## config.mk

```make
export PLATFORM = sky130hd
export DESIGN_NAME = riscv_idex_stage
export DESIGN_NICKNAME = d
export VERILOG_FILES = /design/src/rtl/riscv_idex_stage_pkg.sv /design/src/rtl/riscv_fwd_mux.sv /design/src/rtl/riscv_idex_stage.sv
export SDC_FILE = /design/constraint.sdc
export NUM_CORES = 1
export LEC_CHECK = 0
export ABC_AREA = 0
export CORE_ASPECT_RATIO = 0.6
export CORE_MARGIN = 3
export CORE_UTILIZATION = 34
export CTS_CLUSTER_SIZE = 16
export DETAILED_ROUTE_END_ITERATION = 10
export PLACE_DENSITY = 0.86
export SETUP_SLACK_MARGIN = 0.15
export SLEW_MARGIN = 20
export SYNTH_ARGS = -nofsm -noshare
export SYNTH_HDL_FRONTEND = slang
export SYNTH_HIERARCHICAL = 1
export SYNTH_SLANG_ARGS = --single-unit
```

## constraint.sdc

```tcl
create_clock -name i_clk -period 1.4 [get_ports i_clk]
set_input_delay 0.28 -clock i_clk [delete_from_list [all_inputs] [get_ports i_clk]]
set_output_delay 0.28 -clock i_clk [all_outputs]
set_load 0.005 [all_outputs]
```

## src/rtl/riscv_idex_stage_pkg.sv

```systemverilog
// Shared types and constants for the ID/EX stage: ALU control codes, operand selects, control payload.
// The optional forwarding path is enabled by the RISCV_FWD_EN macro.
package riscv_idex_stage_pkg;

    localparam int unsigned DEF_XLEN   = 32;
    localparam int unsigned REG_AW     = 5;
    localparam int unsigned ALU_CTRL_W = 4;

    typedef enum logic [ALU_CTRL_W-1:0] {
        ALU_CTRL_ADD  = 4'h0,
        ALU_CTRL_SUB  = 4'h1,
        ALU_CTRL_SLL  = 4'h2,
        ALU_CTRL_SLT  = 4'h3,
        ALU_CTRL_SLTU = 4'h4,
        ALU_CTRL_XOR  = 4'h5,
        ALU_CTRL_SRL  = 4'h6,
        ALU_CTRL_SRA  = 4'h7,
        ALU_CTRL_OR   = 4'h8,
        ALU_CTRL_AND  = 4'h9
    } alu_ctrl_e;

    typedef enum logic {
        SRC_A_RS1 = 1'b0,
        SRC_A_PC  = 1'b1
    } src_a_e;

    typedef enum logic {
        SRC_B_RS2 = 1'b0,
        SRC_B_IMM = 1'b1
    } src_b_e;

    // Control fields carried alongside the operands into execute.
    typedef struct packed {
        alu_ctrl_e           alu_ctrl;
        src_a_e              src_a_sel;
        src_b_e              src_b_sel;
        logic [REG_AW-1:0]   rd_addr;
    } idex_ctrl_t;

    // A producer matches an operand when it writes that register and the register is not x0.
    function automatic logic fwd_hit(
        input logic [REG_AW-1:0] rs_addr,
        input logic [REG_AW-1:0] rd_addr,
        input logic              rd_we
    );
        return rd_we && (rd_addr == rs_addr) && (rs_addr != REG_AW'(0));
    endfunction

endpackage

```

## src/rtl/riscv_fwd_mux.sv

```systemverilog
// Per-operand forwarding select: EX/MEM beats MEM/WB beats the base value.
// Instantiated only when RISCV_FWD_EN is defined.
module riscv_fwd_mux
    import riscv_idex_stage_pkg::*;
#(
    parameter int unsigned XLEN = DEF_XLEN
) (
    input  logic [REG_AW-1:0] i_rs_addr,
    input  logic [XLEN-1:0]   i_base,
    input  logic [REG_AW-1:0] i_exmem_rd_addr,
    input  logic              i_exmem_rd_we,
    input  logic [XLEN-1:0]   i_exmem_result,
    input  logic [REG_AW-1:0] i_memwb_rd_addr,
    input  logic              i_memwb_rd_we,
    input  logic [XLEN-1:0]   i_memwb_result,
    output logic [XLEN-1:0]   o_value
);

    always_comb begin
        o_value = i_base;
        if (fwd_hit(i_rs_addr, i_memwb_rd_addr, i_memwb_rd_we)) begin
            o_value = i_memwb_result;
        end
        if (fwd_hit(i_rs_addr, i_exmem_rd_addr, i_exmem_rd_we)) begin
            o_value = i_exmem_result;
        end
    end

endmodule

```

## src/rtl/riscv_idex_stage.sv

```systemverilog
// ID/EX pipeline register feeding the ALU, with valid/ready handshake, stall and flush.
// Define RISCV_FWD_EN to resolve RAW hazards by forwarding from EX/MEM and MEM/WB.
module riscv_idex_stage
    import riscv_idex_stage_pkg::*;
#(
    parameter int unsigned XLEN = DEF_XLEN
) (
    input  logic                  i_clk,
    input  logic                  i_rstn,
    input  logic                  i_id_valid,
    output logic                  o_id_ready,
    input  logic [XLEN-1:0]       i_id_pc,
    input  logic [XLEN-1:0]       i_id_rs1_data,
    input  logic [XLEN-1:0]       i_id_rs2_data,
    input  logic [REG_AW-1:0]     i_id_rs1_addr,
    input  logic [REG_AW-1:0]     i_id_rs2_addr,
    input  logic [XLEN-1:0]       i_id_imm,
    input  logic [ALU_CTRL_W-1:0] i_id_alu_ctrl,
    input  logic                  i_id_src_a_sel,
    input  logic                  i_id_src_b_sel,
    input  logic [REG_AW-1:0]     i_id_rd_addr,
    input  logic                  i_id_rd_we,
    input  logic                  i_flush,
    input  logic                  i_ex_ready,
    input  logic [REG_AW-1:0]     i_exmem_rd_addr,
    input  logic                  i_exmem_rd_we,
    input  logic [XLEN-1:0]       i_exmem_result,
    input  logic [REG_AW-1:0]     i_memwb_rd_addr,
    input  logic                  i_memwb_rd_we,
    input  logic [XLEN-1:0]       i_memwb_result,
    output logic                  o_ex_valid,
    output logic [XLEN-1:0]       o_alu_a,
    output logic [XLEN-1:0]       o_alu_b,
    output logic [ALU_CTRL_W-1:0] o_alu_ctrl,
    output logic [XLEN-1:0]       o_ex_rs2_data,
    output logic [REG_AW-1:0]     o_ex_rd_addr,
    output logic                  o_ex_rd_we,
    output logic [XLEN-1:0]       o_ex_pc
);

    logic            r_valid;
    logic            r_rd_we;
    logic [XLEN-1:0] r_pc;
    logic [XLEN-1:0] r_rs1;
    logic [XLEN-1:0] r_rs2;
    logic [XLEN-1:0] r_imm;
    idex_ctrl_t      r_ctrl;

    logic            w_load;
    logic            w_stall;
    logic [XLEN-1:0] w_rs1_next;
    logic [XLEN-1:0] w_rs2_next;

    assign o_id_ready = !r_valid || i_ex_ready;
    assign w_load     = i_id_valid && o_id_ready && !i_flush;
    assign w_stall    = r_valid && !i_ex_ready;

`ifdef RISCV_FWD_EN
    logic [REG_AW-1:0] r_rs1_addr;
    logic [REG_AW-1:0] r_rs2_addr;
    logic [REG_AW-1:0] w_rs1_sel_addr;
    logic [REG_AW-1:0] w_rs2_sel_addr;
    logic [XLEN-1:0]   w_rs1_base;
    logic [XLEN-1:0]   w_rs2_base;

    // On load forward onto the incoming operands; otherwise refresh the held ones.
    assign w_rs1_sel_addr = w_load ? i_id_rs1_addr : r_rs1_addr;
    assign w_rs2_sel_addr = w_load ? i_id_rs2_addr : r_rs2_addr;
    assign w_rs1_base     = w_load ? i_id_rs1_data : r_rs1;
    assign w_rs2_base     = w_load ? i_id_rs2_data : r_rs2;

    always_ff @(posedge i_clk or negedge i_rstn) begin
        if (!i_rstn) begin
            r_rs1_addr <= '0;
            r_rs2_addr <= '0;
        end else if (w_load) begin
            r_rs1_addr <= i_id_rs1_addr;
            r_rs2_addr <= i_id_rs2_addr;
        end
    end

    riscv_fwd_mux #(.XLEN(XLEN)) u_fwd_rs1 (
        .i_rs_addr       (w_rs1_sel_addr),
        .i_base          (w_rs1_base),
        .i_exmem_rd_addr (i_exmem_rd_addr),
        .i_exmem_rd_we   (i_exmem_rd_we),
        .i_exmem_result  (i_exmem_result),
        .i_memwb_rd_addr (i_memwb_rd_addr),
        .i_memwb_rd_we   (i_memwb_rd_we),
        .i_memwb_result  (i_memwb_result),
        .o_value         (w_rs1_next)
    );

    riscv_fwd_mux #(.XLEN(XLEN)) u_fwd_rs2 (
        .i_rs_addr       (w_rs2_sel_addr),
        .i_base          (w_rs2_base),
        .i_exmem_rd_addr (i_exmem_rd_addr),
        .i_exmem_rd_we   (i_exmem_rd_we),
        .i_exmem_result  (i_exmem_result),
        .i_memwb_rd_addr (i_memwb_rd_addr),
        .i_memwb_rd_we   (i_memwb_rd_we),
        .i_memwb_result  (i_memwb_result),
        .o_value         (w_rs2_next)
    );
`else
    logic w_unused_fwd;

    // Without forwarding the operands come straight from the regfile.
    assign w_rs1_next   = i_id_rs1_data;
    assign w_rs2_next   = i_id_rs2_data;
    assign w_unused_fwd = ^{i_id_rs1_addr, i_id_rs2_addr,
                            i_exmem_rd_addr, i_exmem_rd_we, i_exmem_result,
                            i_memwb_rd_addr, i_memwb_rd_we, i_memwb_result};
`endif

    // Flush beats load beats stall; a consumed entry without a replacement retires.
    always_ff @(posedge i_clk or negedge i_rstn) begin
        if (!i_rstn) begin
            r_valid          <= 1'b0;
            r_rd_we          <= 1'b0;
            r_pc             <= '0;
            r_rs1            <= '0;
            r_rs2            <= '0;
            r_imm            <= '0;
            r_ctrl.alu_ctrl  <= ALU_CTRL_ADD;
            r_ctrl.src_a_sel <= SRC_A_RS1;
            r_ctrl.src_b_sel <= SRC_B_RS2;
            r_ctrl.rd_addr   <= '0;
        end else if (i_flush) begin
            r_valid <= 1'b0;
            r_rd_we <= 1'b0;
        end else if (w_load) begin
            r_valid          <= 1'b1;
            r_rd_we          <= i_id_rd_we;
            r_pc             <= i_id_pc;
            r_rs1            <= w_rs1_next;
            r_rs2            <= w_rs2_next;
            r_imm            <= i_id_imm;
            r_ctrl.alu_ctrl  <= alu_ctrl_e'(i_id_alu_ctrl);
            r_ctrl.src_a_sel <= src_a_e'(i_id_src_a_sel);
            r_ctrl.src_b_sel <= src_b_e'(i_id_src_b_sel);
            r_ctrl.rd_addr   <= i_id_rd_addr;
        end else if (w_stall) begin
`ifdef RISCV_FWD_EN
            r_rs1 <= w_rs1_next;
            r_rs2 <= w_rs2_next;
`endif
        end else begin
            r_valid <= 1'b0;
            r_rd_we <= 1'b0;
        end
    end

    assign o_ex_valid    = r_valid;
    assign o_ex_rd_we    = r_rd_we;
    assign o_alu_a       = (r_ctrl.src_a_sel == SRC_A_PC)  ? r_pc  : r_rs1;
    assign o_alu_b       = (r_ctrl.src_b_sel == SRC_B_IMM) ? r_imm : r_rs2;
    assign o_alu_ctrl    = r_ctrl.alu_ctrl;
    assign o_ex_rs2_data = r_rs2;
    assign o_ex_rd_addr  = r_ctrl.rd_addr;
    assign o_ex_pc       = r_pc;

endmodule

```

Word level (Yosys, flattened, before mapping)
Index checks and enable logic that the tools add are counted.
{ "word_totals": {"wordCells": 27, "regBits": 141} }
{ "op_classes": {"n_reduce_logical": 8, "eq_ne": 1, "muxes": 7, "bitwise_logic": 1} }
{ "ops": {"columns": ["cell", "n"], "rows": [
  ["$mux 32", 2],
  ["$mux 1", 5],
  ["$logic_and 1x1->1", 3],
  ["$logic_not 1->1", 3],
  ["$ne 3x3->1 const B", 1],
  ["$reduce_and 2->1", 1],
  ["$logic_or 1x1->1", 1],
  ["$not 1->1", 1]
]} }

Longest topological paths before layout
Gate-level depths: netlist (run 1).
{ "logic_depth": {"depth_word": 6, "mapped_depth": 5, "depth_no_buf": 4} }

Worst setup path after synthesis (run 1)
Ideal clock, no wire load.
{ "synth_path": {"path_kind": "reg-to-reg", "start": "register r_valid (netlist: o_ex_valid)", "end": "register r_ctrl (netlist bit o_alu_ctrl[2])", "required_time_ps": 1275, "synth_period_minus_slack_ps": 1526, "n_path_buf": 2, "path_stages_with_launch": 6, "arrival_time_ps": 1401, "setup_slack_ps": -126, "cell_sequence": "dfrtp_1 nor2b_4 nor3b_4 buf_4 buf_6 mux2_2"} }
{ "synth_between": {"elab_chain_len": 5} }
{ "synth_lines": {"columns": ["item", "line", "source"], "rows": [
  ["start: declaration", "riscv_idex_stage.sv:41", "logic r_valid;"],
  ["start signal: assignment", "riscv_idex_stage.sv:119", "r_valid <= 1'b0;"],
  ["start signal: assignment", "riscv_idex_stage.sv:130", "r_valid <= 1'b0;"],
  ["start signal: assignment", "riscv_idex_stage.sv:133", "r_valid <= 1'b1;"],
  ["$logic_not 1->1", "riscv_idex_stage.sv:54", "assign o_id_ready = !r_valid || i_ex_ready;"],
  ["$logic_or 1x1->1", "riscv_idex_stage.sv:54", null],
  ["$logic_and 1x1->1 (2 in a row)", "riscv_idex_stage.sv:55", "assign w_load = i_id_valid && o_id_ready && !i_flush;"],
  ["$reduce_and 2->1 (no source line)", null, null],
  ["end: declaration", "riscv_idex_stage.sv:47", "idex_ctrl_t r_ctrl;"]
]} }
No other way between the ends.
A chain may end at the register's enable or synchronous reset.

Worst setup path after layout (run 1)
{ "layout_path": {"start": "register r_ctrl[5] in the netlist's numbering", "end": "output o_alu_b[8]"} }
{ "layout_between": {"elab_chain_len": 1} }
{ "layout_lines": {"columns": ["item", "line", "source"], "rows": [
  ["$mux 32", "riscv_idex_stage.sv:157", "assign o_alu_b = (r_ctrl.src_b_sel == SRC_B_IMM) ? r_imm : r_rs2;"],
  ["end: declaration", "riscv_idex_stage.sv:33", "output logic [XLEN-1:0] o_alu_b,"]
]} }
No other way between the ends.

==> results.py, run 1 <==
metrics = {
    "clock_tree": {
        "clkTransAtPathRegs_ns": 0.06,
        "tritoncts": "built",
        "cts-root-buf": "clkbuf_16",
        "h-tree-depth": 4,
        "clk_latency_ns": 0.40,
        "cts_buffers": 17,
        "cts_sinks": 141,
        "cts.path.max_buffers": 2,
    },
    "die": {
        "die_w_um": 179.3,
        "core_area_mm2": 0.01741,
        "dieArea_mm2": 0.01972,
        "fp-row-count": 37,
        "io_pins": 371,
        "die_h_um": 110.0,
        "initial_utilization": 0.3519,
    },
    "setup_path": {
        "cp_max_fo": 6,
        "start_kind": "register",
        "cp-end-kind": "output port",
        "worst-setup-path-type": "reg2out",
        "rr_worst_depth": 7,
        "crit_required_ns": 1.12,
        "arrival_ns": 1.68,
    },
    "timing": {
        "finClkSkew_ns": 0.006909,
        "fmax_ghz": 0.5103,
        "final.setup.worst_slack_ns": -0.5596,
        "setup_viol": 205,
        "grt_setup_unrepaired": "true",
        "slew_violations": 0,
        "maxSlewHeadroom": 0.7907,
        "hold_viol_final": 0,
        "worst_pin_slew_ns": 0.3140,
        "post-route-period-util": 1.400,
        "period_needed_ns": 1.960,
    },
    "final_layout": {
        "antenna_cells": 0,
        "fillerInstances": 1105,
        "fin_area_mm2": 0.01239,
        "nets": 1052,
        "layout-drive-gt1-share": 0.6587,
        "final_cells": 1066,
        "fin_util": 0.7118,
        "mostFrequentLayoutCell": "buf_6",
        "final_cell_mix": "179 x buf_6, 157 x mux2_4, 143 x clkdlybuf4s50_1, 139 x dfrtp_1, 46 x mux2_2",
        "syn_to_final_growth_pct": 102.2,
    },
    "power_and_ir_drop": {
        "clkPwrFrac": 0.292,
        "total_power_mw": 16.37,
        "p_seq_frac": 0.322,
        "irDropWorstVdd_mv": 0.7421,
        "pwr-share-comb": 0.385,
        "p_int_mw": 12.19,
        "p_leak_nw": 5.807,
        "power_switching_mw": 4.175,
        "p_sw_frac": 0.2551,
        "pwr_density_cell_mw_per_mm2": 1321,
    },
    "logic_synthesis": {
        "ys_seq_elements": 141,
        "ys_seq_area_frac": 0.5760,
        "synth_cell_types": 13,
        "syn_area_mm2": 0.006126,
        "ys_warn_count": 6,
        "syn_inst": 384,
        "avgSynthCellArea_um2": 15.95,
        "syn_nets": 615,
    },
    "place": {
        "dp.cells": 963,
        "dpl.hpwl_mm": 14.14,
        "portBuffers": 284,
        "detailedPlace.worstSlack_ns": -0.5949,
        "placed_area_mm2": 0.009907,
        "gp_congestion": 0.8644,
    },
    "job": {
        "maxCapViolCount": 0,
    },
    "global_route": {
        "grtUsageTotal": 0.2288,
        "grt_pass1_wl_mm": 33.82,
        "grt_pass1_vias": 5625,
        "grt_overflow": 0,
        "antenna_found_initial": 0,
        "grt_max_degree": 49,
    },
    "outcome": {
        "violations": "negative setup slack",
        "status": "finished with violations",
    },
    "drt": {
        "drtIter0Drc": 163,
        "ant_nets": 0,
        "first_pass_iters": 4,
        "wl_per_cell_um": 21.76,
        "num_vias": 5012,
        "via_per_inst": 4.702,
        "wl_mm": 23.19,
        "drc": 0,
    },
    "hold_path": {
        "worstHoldPathType": "in2async",
    },
}
==> per-stage QoR <==
step / setup TNS (ns) / hold WS, ns
after floorplan: -11.92 / -0.01559
after global placement: -92.55 / 0.1809
after detailed placement: -94.93 / 0.1821
after CTS: -75.10 / 0.3090
after global routing: -83.32 / 0.3431
final: -73.87 / 0.3383
==> worst max-delay path, cell delays in order (launching register included) <==
cell     delay [ns]
dfrtp_2        0.44
buf_12         0.14
buf_8          0.13
buf_16         0.14
mux2_4         0.30
buf_6          0.12
==> kinds of logic (layout without fill, tap and decap cells) <==
family                 after synthesis  after routing  synth area share
muxes                              203            203            0.3732
buffers and inverters               33            481           0.04208
DFF                                141            141            0.5760
and+or+nand+nor                      6              6          0.007965
AOI/OAI and AO/OA                    1              1         0.0008162
==> what timing repair did <==
item,in CTS,in global routing
buffers inserted,44,13
pin swaps,1,5
cloned,15,0
setup endpoints to repair,279,271
resized for setup,842,89
hold buffers,1,0
endpoints found under the hold margin,25,0
==> power by group through the flow <==
stage	Combinational [mW]	Clock, mW	Sequential (mW)
4_1_cts	5.79	4.86	5.22
3_3_place_gp	4.62	0	5.16
5_1_grt	6.64	5.01	5.35
2_1_floorplan	1.70	0	5.19
3_5_place_dp	4.73	0	5.22
6_report	6.31	4.78	5.28
==> final cells by class <==
| cell class | instances | area [um2] | share of cell area |
|---|---|---|---|
| clock buffers | 19 | 452.9 | 0.03656 |
| clock inverters | 11 | 167.7 | 0.01353 |
| inverters | 1 | 6.256 | 0.0005049 |
| multi-input cells | 210 | 2943 | 0.2375 |
| flip-flops and latches | 141 | 3531 | 0.2850 |
| well taps | 234 | 292.8 | 0.02363 |
| repair buffers | 450 | 4996 | 0.4033 |
==> routing by layer <==
layer	global-route usage	vias to the layer above	part of all wire
met3	0.04689	19	0.060
li1	-	2243	-
met2	0.3880	174	0.50
met1	0.3053	2576	0.43
met4	0.05127	0	0.0097
met5	0	-	0
==> worst paths after layout <==
kind	slack, ns	to	startpoint
setup / recovery	-0.56	o_alu_b[8]	r_ctrl[5]
hold / removal	0.34	o_ex_rs2_data[19]	i_rstn
setup reg to reg	-0.37	o_ex_rs2_data[13]	o_ex_valid
hold reg to reg	0.51	r_rs1[23]	r_rs1[23]
max in group asynchronous	0.49	r_rs1[14]	i_rstn
min in group i_clk	0.48	o_ex_rd_we	i_id_rd_we
==> cell usage after synthesis <==
library cell	instances	area, um2
a21oi_1	1	5.000
buf_4	11	82.58
mux2_2	203	2286
buf_2	8	40.04
dfrtp_1	141	3528
nor3b_4	1	18.77
buf_6	11	123.9
nor2b_4	1	13.76
clkbuf_1	2	7.510
nand3_1	1	5.000
nand2_1	1	3.750
nor2_1	2	7.510
inv_1	1	3.750
==> registers in the layout, summed over array words and instances (netlist names) <==
register / cells
o_alu_ctrl: 4
o_ex_pc: 32
o_ex_rd_addr: 5
o_ex_rd_we: 1
o_ex_rs2_data: 32
o_ex_valid: 1
r_ctrl: 2
r_imm: 32
r_rs1: 32
No activity file was read; power rests on OpenSTA's default activity.
==> run 2: changes to the inputs <==
--- a/config.mk
+++ b/config.mk
@@ -9,7 +9,7 @@
 export CORE_ASPECT_RATIO = 0.6
 export CORE_MARGIN = 3
 export CORE_UTILIZATION = 34
-export CTS_CLUSTER_SIZE = 16
+export CTS_CLUSTER_SIZE = 8
 export DETAILED_ROUTE_END_ITERATION = 10
 export PLACE_DENSITY = 0.86
 export SETUP_SLACK_MARGIN = 0.15
==> results of run 2 <==
The final DEF is identical to that of run 1; final timing and power are the same.
==> run 3: changes to the inputs <==
--- a/config.mk
+++ b/config.mk
@@ -16,5 +16,4 @@
 export SLEW_MARGIN = 20
 export SYNTH_ARGS = -nofsm -noshare
 export SYNTH_HDL_FRONTEND = slang
-export SYNTH_HIERARCHICAL = 1
 export SYNTH_SLANG_ARGS = --single-unit
==> results of run 3 <==
The final DEF is identical to that of run 1; final timing and power are the same.
Among the figures that moved: Yosys warning count 6 -> 0
